--- config.mk ---
export PLATFORM = sky130hd
export DESIGN_NAME = wb_stage_buf
export DESIGN_NICKNAME = d
export VERILOG_FILES = /design/src/rtl/wb_stage_buf.sv
export SDC_FILE = /design/constraint.sdc
export NUM_CORES = 1
export LEC_CHECK = 0
export ABC_CLOCK_PERIOD_IN_PS = 3200
export BUFFER_PORTS_ARGS = -buffer_cell sky130_fd_sc_hd__buf_2
export CORE_UTILIZATION = 50
export DETAILED_ROUTE_END_ITERATION = 10
export PLACE_DENSITY = 0.89
export SETUP_SLACK_MARGIN = 0.02
export SYNTH_ARGS = -nofsm -noshare
export SYNTH_HDL_FRONTEND = slang
export SYNTH_SLANG_ARGS = --single-unit
--- constraint.sdc ---
create_clock -name clk -period 3.2 [get_ports clk]
set_clock_uncertainty 0.2 [all_clocks]
set_input_delay 0.64 -clock clk [delete_from_list [all_inputs] [get_ports clk]]
set_output_delay 0.64 -clock clk [all_outputs]
set_load 0.02 [all_outputs]
--- src/rtl/wb_stage_buf.sv ---
// Writeback stage with a DEPTH-entry in-order retire buffer and forwarding lookups.
// Optional WS_TRACE_EN adds the debug_wb_* trace ports driven from the head entry.
module wb_stage_buf #(
    parameter int DW     = 32,
    parameter int AW     = 5,
    parameter int PCW    = 32,
    parameter int DEPTH  = 2,
    parameter int NRD    = 2,
    parameter int BUS_WD = 2 + AW + DW + PCW
) (
    input  logic                           clk,
    input  logic                           resetn,
    input  logic                           ms_to_ws_valid,
    input  logic [BUS_WD-1:0]              ms_to_ws_bus,
    output logic                           ws_allowin,
    output logic                           rf_we,
    output logic [AW-1:0]                  rf_waddr,
    output logic [DW-1:0]                  rf_wdata,
    input  logic                           rf_ready,
    output logic                           mem_we,
    input  logic [NRD*AW-1:0]              ds_rs_addr,
    output logic [NRD-1:0]                 ds_rs_hit,
    output logic [NRD*DW-1:0]              ds_rs_data,
`ifdef WS_TRACE_EN
    output logic [PCW-1:0]                 debug_wb_pc,
    output logic [3:0]                     debug_wb_rf_wen,
    output logic [AW-1:0]                  debug_wb_rf_wnum,
    output logic [DW-1:0]                  debug_wb_rf_wdata,
`endif
    output logic [$clog2(DEPTH+1)-1:0]     ws_count
);

    localparam int CW = $clog2(DEPTH + 1);
    localparam int PW = (DEPTH > 1) ? $clog2(DEPTH) : 1;

    logic [DEPTH-1:0] e_valid;
    logic [DEPTH-1:0] e_mem_we;
    logic [DEPTH-1:0] e_gr_we;
    logic [AW-1:0]    e_dest   [DEPTH];
    logic [DW-1:0]    e_result [DEPTH];
    logic [PCW-1:0]   e_pc     [DEPTH];

    logic [PW-1:0] head;
    logic [PW-1:0] tail;
    logic [CW-1:0] count;

    logic           in_mem_we;
    logic           in_gr_we;
    logic [AW-1:0]  in_dest;
    logic [DW-1:0]  in_result;
    logic [PCW-1:0] in_pc;

    logic head_v;
    logic push;
    logic retire;

    assign in_pc     = ms_to_ws_bus[PCW-1:0];
    assign in_result = ms_to_ws_bus[PCW +: DW];
    assign in_dest   = ms_to_ws_bus[PCW+DW +: AW];
    assign in_gr_we  = ms_to_ws_bus[PCW+DW+AW];
    assign in_mem_we = ms_to_ws_bus[BUS_WD-1];

    function automatic logic [PW-1:0] ptr_next(input logic [PW-1:0] p);
        return (p == PW'(DEPTH - 1)) ? '0 : p + 1'b1;
    endfunction

    assign ws_allowin = (count < CW'(DEPTH));
    assign push       = ms_to_ws_valid && ws_allowin;
    assign head_v     = e_valid[head];
    assign retire     = head_v && (!e_gr_we[head] || rf_ready);

    always_ff @(posedge clk or negedge resetn) begin
        if (!resetn) begin
            head    <= '0;
            tail    <= '0;
            count   <= '0;
            e_valid <= '0;
        end else begin
            if (push) begin
                e_valid[tail] <= 1'b1;
                tail          <= ptr_next(tail);
            end
            if (retire) begin
                e_valid[head] <= 1'b0;
                head          <= ptr_next(head);
            end
            unique case ({push, retire})
                2'b10:   count <= count + 1'b1;
                2'b01:   count <= count - 1'b1;
                default: count <= count;
            endcase
        end
    end

    // Payload carries no reset; every consumer is gated by the valid bits.
    always_ff @(posedge clk) begin
        if (push) begin
            e_mem_we[tail] <= in_mem_we;
            e_gr_we[tail]  <= in_gr_we && (in_dest != '0);
            e_dest[tail]   <= in_dest;
            e_result[tail] <= in_result;
            e_pc[tail]     <= in_pc;
        end
    end

    assign ws_count = count;
    assign rf_we    = head_v && e_gr_we[head];
    assign rf_waddr = head_v ? e_dest[head] : '0;
    assign rf_wdata = head_v ? e_result[head] : '0;
    assign mem_we   = head_v && e_mem_we[head];

`ifdef WS_TRACE_EN
    assign debug_wb_pc       = head_v ? e_pc[head] : '0;
    assign debug_wb_rf_wen   = {4{rf_we && rf_ready}};
    assign debug_wb_rf_wnum  = rf_waddr;
    assign debug_wb_rf_wdata = rf_wdata;
`endif

    // Walk oldest to youngest so the last match (nearest the tail) wins.
    always_comb begin
        logic [AW-1:0] addr;
        logic          hit;
        logic [DW-1:0] data;
        logic [PW-1:0] idx;
        int            idx_i;
        ds_rs_hit  = '0;
        ds_rs_data = '0;
        addr       = '0;
        hit        = 1'b0;
        data       = '0;
        idx        = '0;
        idx_i      = 0;
        for (int p = 0; p < NRD; p++) begin
            addr = ds_rs_addr[p*AW +: AW];
            hit  = 1'b0;
            data = '0;
            for (int k = 0; k < DEPTH; k++) begin
                idx_i = int'(head) + k;
                if (idx_i >= DEPTH) begin
                    idx_i = idx_i - DEPTH;
                end
                idx = PW'(idx_i);
                if (e_valid[idx] && e_gr_we[idx] &&
                    (e_dest[idx] == addr) && (addr != '0)) begin
                    hit  = 1'b1;
                    data = e_result[idx];
                end
            end
            ds_rs_hit[p]           = hit;
            ds_rs_data[p*DW +: DW] = data;
        end
    end

endmodule

# [Word-level counts from Yosys, hierarchy flattened]
# Memory sizes are Yosys's and may differ from the RTL's.
# Cells that the tools add are included.
[word_totals] input_bits=85 memories=2 word_cells=95 reg_bits=10 mem_bits_rw=74
[op_classes] n_addsub=7 bitwise=3 n_reduce_logical=23 magnitude_cmp=9 n_eq_ne=6 n_mux=39
[memory_table] memory="e_result" depth=2 word_bits=32 rd=3 rd_ports_with_merged_regs=0 write_ports=1 line="40" text="logic [DW-1:0] e_result [DEPTH];"
[memory_table] memory="e_dest" depth=2 word_bits=5 rd=3 rd_ports_with_merged_regs=0 write_ports=1 line="39" text="logic [AW-1:0] e_dest [DEPTH];"
[op_table] cell="2-to-1 mux 32 bit" count=5
[op_table] cell="2-to-1 mux 1 bit" count=26
[op_table] cell="== test 5 bit" count=4
[op_table] cell="logical AND 1 bit" count=17
[op_table] cell="nonzero test 5 bit" count=3
[op_table] cell="< comparator 1 x 2 -> 1 bit (second input constant)" count=4
[op_table] cell="2-to-1 mux 5 bit" count=1
[op_table] cell="bitwise mux 2 bit" count=2
[op_table] cell="2-to-1 mux 2 bit" count=2
[op_table] cell="one-hot mux 2 bit (2 select lines)" count=1
[op_table] cell="adder 1 bit (second input constant)" count=2
[op_table] cell="adder 1 x 1 -> 2 bit (second input constant)" count=1
[op_table] cell="adder 2 x 1 -> 2 bit (second input constant)" count=1
[op_table] cell="bitwise AND 2 bit" count=1
[op_table] cell="demux 1 bit (select 1 bit)" count=2
[op_table] cell="== test 2 x 1 -> 1 bit (second input constant)" count=1
[op_table] cell="== test 2 bit (second input constant)" count=1
[op_table] cell="greater-or-equal comparator 1 bit (second input constant)" count=2
[op_table] cell="greater-or-equal comparator 1 x 2 -> 1 bit (second input constant)" count=1
[op_table] cell="greater-or-equal comparator 2 bit (second input constant)" count=1
[op_table] cell="< comparator 2 bit (second input constant)" count=1
[op_table] cell="NOT 2 bit" count=1
[op_table] cell="bitwise OR 2 bit" count=1
[op_table] cell="nonzero test 2 bit" count=1
[op_table] cell="4 further kinds" count=5

# [Depth between registers and ports, before layout]
# Gate-level depths: netlist of run 1.
[depth] word_depth=9 depth_mapped=9 ltp_nobuf=6

# [Worst setup path before layout of run 1]
# No wires, ideal clock.
[synth_timing] path_kind="flip-flop to flip-flop" from="reg count[1], in the netlist ws_count[1]" to="mem e_dest[0][0], enable pin" stages_incl_launch_ff=4 arrival_ns=2.503 setup_ns=0.437 period_less_slack_ns=3.140 slack_ns=0.060 path_buffers=0 path_cell_list="dfrtp_1 > inv_1 > nand2_1 > nor2_1"
[synth_via] elab_chain_len=4
[synth_rtl] element="start: declaration" line="45" text="logic [CW-1:0] count;"
[synth_rtl] element="start signal: assignment" line="88" text="2'b10: count <= count + 1'b1;"
[synth_rtl] element="start signal: assignment" line="89" text="2'b01: count <= count - 1'b1;"
[synth_rtl] element="start signal: assignment" line="90" text="default: count <= count;"
[synth_rtl] element="< comparator 2 bit" line="67" text="assign ws_allowin = (count < CW'(DEPTH));"
[synth_rtl] element="net ws_allowin" line="15" text="output logic ws_allowin,"
[synth_rtl] element="logical AND 1 bit" line="68" text="assign push = ms_to_ws_valid && ws_allowin;"
[synth_rtl] element="2-to-1 mux 1 bit" line="97" text="if (push) begin"
[synth_rtl] element="2-to-1 mux 1 bit"
[synth_rtl] element="end: declaration" line="39"
# The timed path passes the listed nets, and every way through them passes these cells.

# [Worst setup path in the final report of run 1]
[layout_timing] from="reg head" to="out ds_rs_data[19]"
[layout_via] elab_chain_len=9 word_cells_on_any_way=27 classes_between="add/sub (3); order compare (2); eq/ne (2); mux (12); reduce/logical (6); memory (2)"
[layout_rtl] element="start: declaration" line="43" text="logic [PW-1:0] head;"
[layout_rtl] element="start signal: assignment" line="85" text="head <= ptr_next(head);"
[layout_rtl] element="branches (longest 8 deep; another with memory (2 x 5 bit))"
[layout_rtl] element="2-to-1 mux 32 bit *" line="143" text="if (e_valid[idx] && e_gr_we[idx] &&"
[layout_rtl] element="end: declaration" line="23" text="output logic [NRD*DW-1:0] ds_rs_data,"
# Every way passes the cells marked *. The select of a mux whose other input is x is not followed.

==> metrics.md, run 1 <==
| Metric | Value |
|---|---|
| Worst path slowest cell | or4_4 |
| Worst Slack Setup Final | -344 ps |
| Max_cap viols | 0 |
| First-pass GRT wire length | between 20000 and 25000 µm |
| FMAX | ~0.28 GHz |
| Final Util | 0.703 |
| Iter 0 DRT Violations | between 300 and 400 |
| Drt first pass iters | 7 |
| Sequence of cells on the critical path | mux2i_2, xor2_1, nand4_1, or4_4, clkbuf_16, mux2i_1, buf_4 |
| Post-placement cell area | between 6000 and 7000 µm² |
| Syn_nets | between 500 and 600 |
| RSZ-0062 raised after global routing | true |
| Syn_area_per_cell | between 10 and 15 µm² |
| Die X | between 100 and 150 µm |
| Fin. max-slew vios | 0 |
| Startpoint types | flip-flop |
| Row cnt | 36 |
| Outcome | finished with violations |
| Actual slew at the worst max-slew pin | ~590 ps |
| RePlAce Congestion | roughly 0.9 |
| DIE AREA | ~11000 µm² |
| # fillers | ~720 |
| Largest fanout on the critical path | 10 |
| Flops & latches, synth | 84 |
| Pwr dens | approximately 770 nW/µm² |
| P_leak | 3.35 nW |
| Worst Path Arrival | around 2700 ps |
| Initial Utilization | 0.523 |
| Total routed wirelength | about 15000 µm |
| Via count | approximately 4400 |
| Wirelength per Cell | approximately 19 µm |
| Drt drc | 0 |
| Data required, critical path | approximately 2400 ps |
| Mapped Cells | 460 |
| Synth-to-Final Area Change | 34.3% |
| Sink Count | 84 |
| Synth cell types | 36 |
| Total global-route track usage | 0.259 |
| H-tree levels | 3 |
| Fin crit period | 3540 ps |
| Diode count | 0 |
| Largest net degree at the start of global routing | 41 |
| Relative slew margins | 0.606 |
| Initial antenna violation count | 1 |
| VDD IR-drop max | 0.392 mV |
| Synthesized area | roughly 5200 µm² |
| Final setup viols | 66 |
| Yosys warns | 0 |
| Port Buffers | 160 |
| Final Hold Fails | 0 |
| Core Region | 9950 µm² |
| I/O Pins | about 190 |
| CTS tree | done |
| Pre-CTS WS | -93.5 ps |
| CP max stage delay | 580 ps |
| Final HPWL DP | about 9500 µm |
| Worst min path class | in2reg |
| Total CTS buffers | 9 |
| Die height | roughly 100 µm |
| Overflow after GRT | 0 |
| Clock latency at the later pin of the worst-skew pair | 350 ps |
| Post-synthesis sequential area ratio | 0.478 |
| Total design power | roughly 5.4 mW |
| Clk root buf | clkbuf_8 |
| Failing checks | negative setup slack |
| Vias in the first global route | 4414 |
| Via/cell ratio | between 5 and 6 |
| Layout cell share with drive strength beyond 1 | 0.436 |
| Crit. End Element | primary output |
| CTS Buffer Depth | 2 |
| CP Class | reg2out |
| Nets | slightly above 700 |
| Fin crit share | 1.11 |
| Clk pin slew, worst setup/hold paths | 80 ps |
| Antenna viol nets, final | 0 |
| Post-Layout Inst Area | about 7000 µm² |
registers in the layout (all words and copies together), names as in the netlist:
signal and count:
e_mem_we 2, e_gr_we 2, tail 1, ws_count 2, head 1, e_dest 10
e_result 64, e_valid 2
where the power goes:
group	switching [mW]	total (mW)	internal, mW	leakage, nW
registers	0.162	1.62	1.46	0.787
logic	1.82	3.09	1.27	2.48
clock network	0.372	0.676	0.304	0.0807
total	2.35	5.39	3.03	3.35
cells in the mapped netlist:
library cell  number  area share
dfrtp_1            6       0.029
ha_1               1      0.0024
or4_1              2      0.0029
nand4_1            6      0.0072
nand3_1           59       0.057
buf_2              7      0.0067
and4_1             1      0.0017
nor3b_1            1      0.0014
nor3b_2            1      0.0024
o21a_1             1      0.0014
a21oi_1            3      0.0029
buf_1              1     0.00072
nand4b_1           1      0.0017
nor2_1            46       0.033
nor2b_1            1      0.0012
clkbuf_1          20       0.014
and3_1             1      0.0012
xnor2_1           15       0.025
or4_2              1      0.0017
buf_12             3       0.012
or2_2              1      0.0012
a22o_1             1      0.0017
buf_6              3      0.0065
nor3_1             2      0.0019
mux2i_2            2      0.0053
edfxtp_1          78        0.45
mux2i_1          106        0.20
nor4_1             1      0.0012
and3_2             1      0.0014
and3b_2            1      0.0019
nand2_1            9      0.0065
o22ai_1            1      0.0012
inv_1             33       0.024
mux2_2            33       0.071
a31oi_1            2      0.0024
xor2_1             9       0.015
routing by layer:
layer	GRT usage	wire length [µm]	vias up	part of all wire
met3	0.0495	1090	46	0.074
met2	0.465	7480	247	0.50
met4	0.111	486	0	0.033
met5	0	0	-	0
li1	-	-	2014	-
met1	0.300	5760	2094	0.39
critical path, delay by kind of cell (launching register included):
kind / cells / cell delay, ps
buffers and inverters: 2 / 410
xor gates and xnor gates: 1 / 190
DFF: 1 / 570
and+or+nand+nor: 2 / 720
muxes: 2 / 460
placed cells by master (no fill, tap or decap), types with 2 or more instances in the layout:
master     count
a21oi_1        3
a31oi_1        2
and3_2         2
buf_12         8
buf_2        104
buf_4         77
buf_6          9
clkbuf_1       4
clkbuf_16      4
clkbuf_8      10
dfrtp_1        5
edfxtp_1      78
inv_1         33
mux2_2        33
mux2i_1       88
mux2i_2       11
mux2i_4        9
nand2_1        8
nand3_1       59
nand4_1        6
nor2_1        45
xnor2_1       15
xor2_1         8
final timing paths:
kind                             startpoint              end  slack (ps)  depth (start not counted)
hold reg to reg                 ws_count[0]      ws_count[0]         330                          1
max in group asynchronous            resetn             head        2210                          2
hold / removal             ms_to_ws_bus[42]  e_result[0][10]         270                          1
setup / recovery                       head   ds_rs_data[19]        -340                          7
min in group asynchronous            resetn       e_valid[1]         430                          2
setup reg to reg                       head      ws_count[1]         650                          9
cell families (layout without fill, tap and decap cells):
logic type               count (synthesis)  in the layout  synth area share
multiplexers                           141            141             0.280
flip-flops                              84             84             0.478
AO/OA/AOI/OAI                            8              8           0.00961
adder cells (fa/ha/maj)                  1              1           0.00240
XOR/XNOR                                24             24            0.0403
AND/OR/NAND/NOR                        135            135             0.125
buffers and inverters                   67            252            0.0636
timing repair:
item                       CTS  global route
buffers inserted             4             4
setup endpoints to repair   66           104
hold buffers                 1             0
gates resized for setup     43            58
gates cloned                 0             5
hold endpoints to repair     6             0
pin swaps                    2             4
stage by stage:
| stage | hold WS (ps) | cells | TNS, ps |
|---|---|---|---|
| floorplan | 144 | 460 | 0 |
| global placement | 264 | 748 | -213 |
| detailed placement | 269 | 748 | -800 |
| CTS | 255 | 769 | -14380 |
| global route | 247 | 778 | -20240 |
| finish | 269 | 778 | -14330 |
cell type report:
cell class,count,area (µm²),area share
clock buffers,14,153,0.0218
inverters,33,124,0.0177
flip-flops and latches,84,2500,0.357
multi-input cells,309,2570,0.368
clock inverters,2,12.5,0.00179
well taps,133,166,0.0238
repair buffers,203,1470,0.210
No activity file was read; power rests on OpenSTA's default activity.
==> run 2, diff against run 1 <==
- CORE_UTILIZATION: 50 -> 45
- PLACE_DENSITY: 0.89 -> 0.82
==> metrics.md, run 2 (same netlist as run 1, synthesis figures left out) <==
| Metric | Value |
|---|---|
| Die height | 110 µm (+5.3%) |
| Largest net degree at the start of global routing | 40 (-2.4%) |
| Placed Cells | 751 (+0.40%) |
| VDD IR-drop max | 0.485 mV (+24%) |
| Initial Utilization | 0.470 (-0.0531) |
| Final setup viols | 66 (unchanged) |
| Layout cell share with drive strength beyond 1 | 0.511 (+0.0749) |
| Failing checks | negative setup slack |
| Total routed wirelength | 16700 µm (+13%) |
| First-pass GRT wire length | 23700 µm (+8.3%) |
| R2R Path Start | head |
| Via count | 4534 (+3.0%) |
| Crit. End Element | primary output |
| Reg2reg path depth | 9 (unchanged) |
| Startpoint types | flip-flop |
| Worst min path class | in2reg |
| Antenna viol nets, final | 0 (unchanged) |
| Max FFs per register | 64 (unchanged) |
| Total CTS buffers | 9 (unchanged) |
| Pwr dens | 805 nW/µm² (+4.5%) |
| Data required, critical path | 2360 ps (about the same) |
| Largest reg by FF count | e_result |
| FMAX | 0.279 GHz (-1.1%) |
| Clock latency at the later pin of the worst-skew pair | 330 ps (-20 ps) |
| CP Class | reg2out |
| Worst Path Arrival | 2740 ps (+40 ps) |
| Nets | 744 (+2.5%) |
| CTS tree | done |
| CP max stage delay | 680 ps (+100 ps) |
| Hold Slack | 294 ps (+25.0 ps) |
| # fillers | 748 (+3.3%) |
| Via/cell ratio | 5.65 (about the same) |
| Sink Count | 84 (unchanged) |
| Fin crit period | 3580 ps (+39.7 ps) |
| Largest regs | e_result (64), e_dest (10) |
| Most frequent cells in the layout | buf_2, mux2i_1, buf_4 |
| Drt first pass iters | 4 (-3) |
| Worst Slack Setup Final | -384 ps (-39.7 ps) |
| Sequence of cells on the critical path | mux2i_4, xor2_1, nand4_1, or4_4, buf_16, mux2i_1, buf_4 |
| Post-placement cell area | 6280 µm² (-0.14%) |
| Clk pin slew, worst setup/hold paths | 60 ps (-20 ps) |
| Worst path slowest cell | or4_4 |
| Core Region | 11100 µm² (+11%) |
| Vias in the first global route | 4337 (-1.7%) |
| Final HPWL DP | 9220 µm (-2.4%) |
| I/O Pins | 193 (unchanged) |
| Total global-route track usage | 0.275 (+0.0157) |
| Port Buffers | 160 (unchanged) |
| Pre-CTS WS | -243 ps (-150 ps) |
| Post-Layout Inst Area | 7750 µm² (+11%) |
| Synth-to-Final Area Change | 48.7% |
| Diode count | 0 (unchanged) |
| RSZ-0062 raised after global routing | true |
| Outcome | finished with violations |
| Final Hold Fails | 0 (unchanged) |
| Overflow after GRT | 0 (unchanged) |
| Fin crit share | 1.12 (+0.0124) |
| Wirelength per Cell | 20.8 µm (+9.4%) |
| Worst hold path depth | 1 (unchanged) |
| Fin. max-slew vios | 0 (unchanged) |
| Hold_sp | ms_to_ws_bus[47] |
| Leading cell type in the layout, fill and taps excluded | buf_2 |
| Clk root buf | clkbuf_16 |
| Initial antenna violation count | 0 (-1) |
| P_leak | 3.62 nW (+8.1%) |
| Iter 0 DRT Violations | 350 (+5.1%) |
| Setup_tns | -18870 ps (-4540 ps) |
| Max_cap viols | 0 (unchanged) |
| Row cnt | 38 (+5.6%) |
| Relative slew margins | 0.529 (-0.0772) |
| Actual slew at the worst max-slew pin | 705 ps (+114 ps) |
| Non-Filler Instances | 802 (+3.1%) |
| H-tree levels | 3 (unchanged) |
| Largest fanout on the critical path | 8 (-2) |
| Die X | 110 µm (+5.3%) |
| Critical path startpoint | head |
| DIE AREA | 12000 µm² (+11%) |
| Final Util | 0.699 (-0.00328) |
| Total design power | 6.23 mW (+16%) |
| RePlAce Congestion | 0.833 (-5.7%) |
| CTS Buffer Depth | 2 (unchanged) |
| Drt drc | 0 (unchanged) |
run 2: changes by cell type in the layout (fill, tap and decap cells not counted), sizes merged:
cell / delta
buf: +20
bufbuf: +1
bufinv: +2
clkbuf: -7
clkinv: +1
run 2: cell type report:
| cell class | instances | area [µm²] | area share |
|---|---|---|---|
| Inverter | 33 | 124 | 0.0160 |
| Clock inverter | 5 | 77.6 | 0.0100 |
| Clock buffer | 10 | 229 | 0.0295 |
| Tap cell | 140 | 175 | 0.0226 |
| Timing Repair Buffer | 221 | 1840 | 0.238 |
| Multi-Input combinational cell | 309 | 2810 | 0.362 |
| Sequential cell | 84 | 2500 | 0.322 |
run 2: path summary, 6_finish.rpt:
check                             endpoint  slack, ps
max in group asynchronous             head       2170
max reg2reg                    ws_count[1]        590
max                         ds_rs_data[14]       -380
min                        e_result[0][15]        290
min reg2reg                           tail        360
min in group asynchronous             tail        470
run 2: power breakdown:
group | switching [mW] | internal, mW | leakage [nW]
logic | 2.02 | 1.50 | 2.68
clock network | 0.401 | 0.677 | 0.148
registers | 0.170 | 1.46 | 0.787
run 2: critical path, delay by kind of cell, from the launching register on:
| family | cells | cell delay (ps) |
|---|---|---|
| DFF | 1 | 530 |
| and+or+nand+nor | 2 | 800 |
| muxes | 2 | 480 |
| buffers and inverters | 2 | 390 |
| xor gates and xnor gates | 1 | 190 |
run 2: repair_timing:
action / CTS / global route
gates resized for setup: 126 / 63
buffers inserted: 17 / 8
hold buffers: 1 / 0
cloned: 12 / 1
pin swaps: 27 / 6
endpoints found under the setup margin: 66 / 72
hold endpoints to repair: 6 / 0
run 2: routing by layer:
| layer | wire [µm] | vias up | GRT usage |
|---|---|---|---|
| li1 | - | 2063 | - |
| met1 | 6630 | 2228 | 0.328 |
| met2 | 8510 | 204 | 0.482 |
| met3 | 1080 | 39 | 0.0581 |
| met4 | 493 | 0 | 0.109 |
| met5 | 0 | - | 0 |
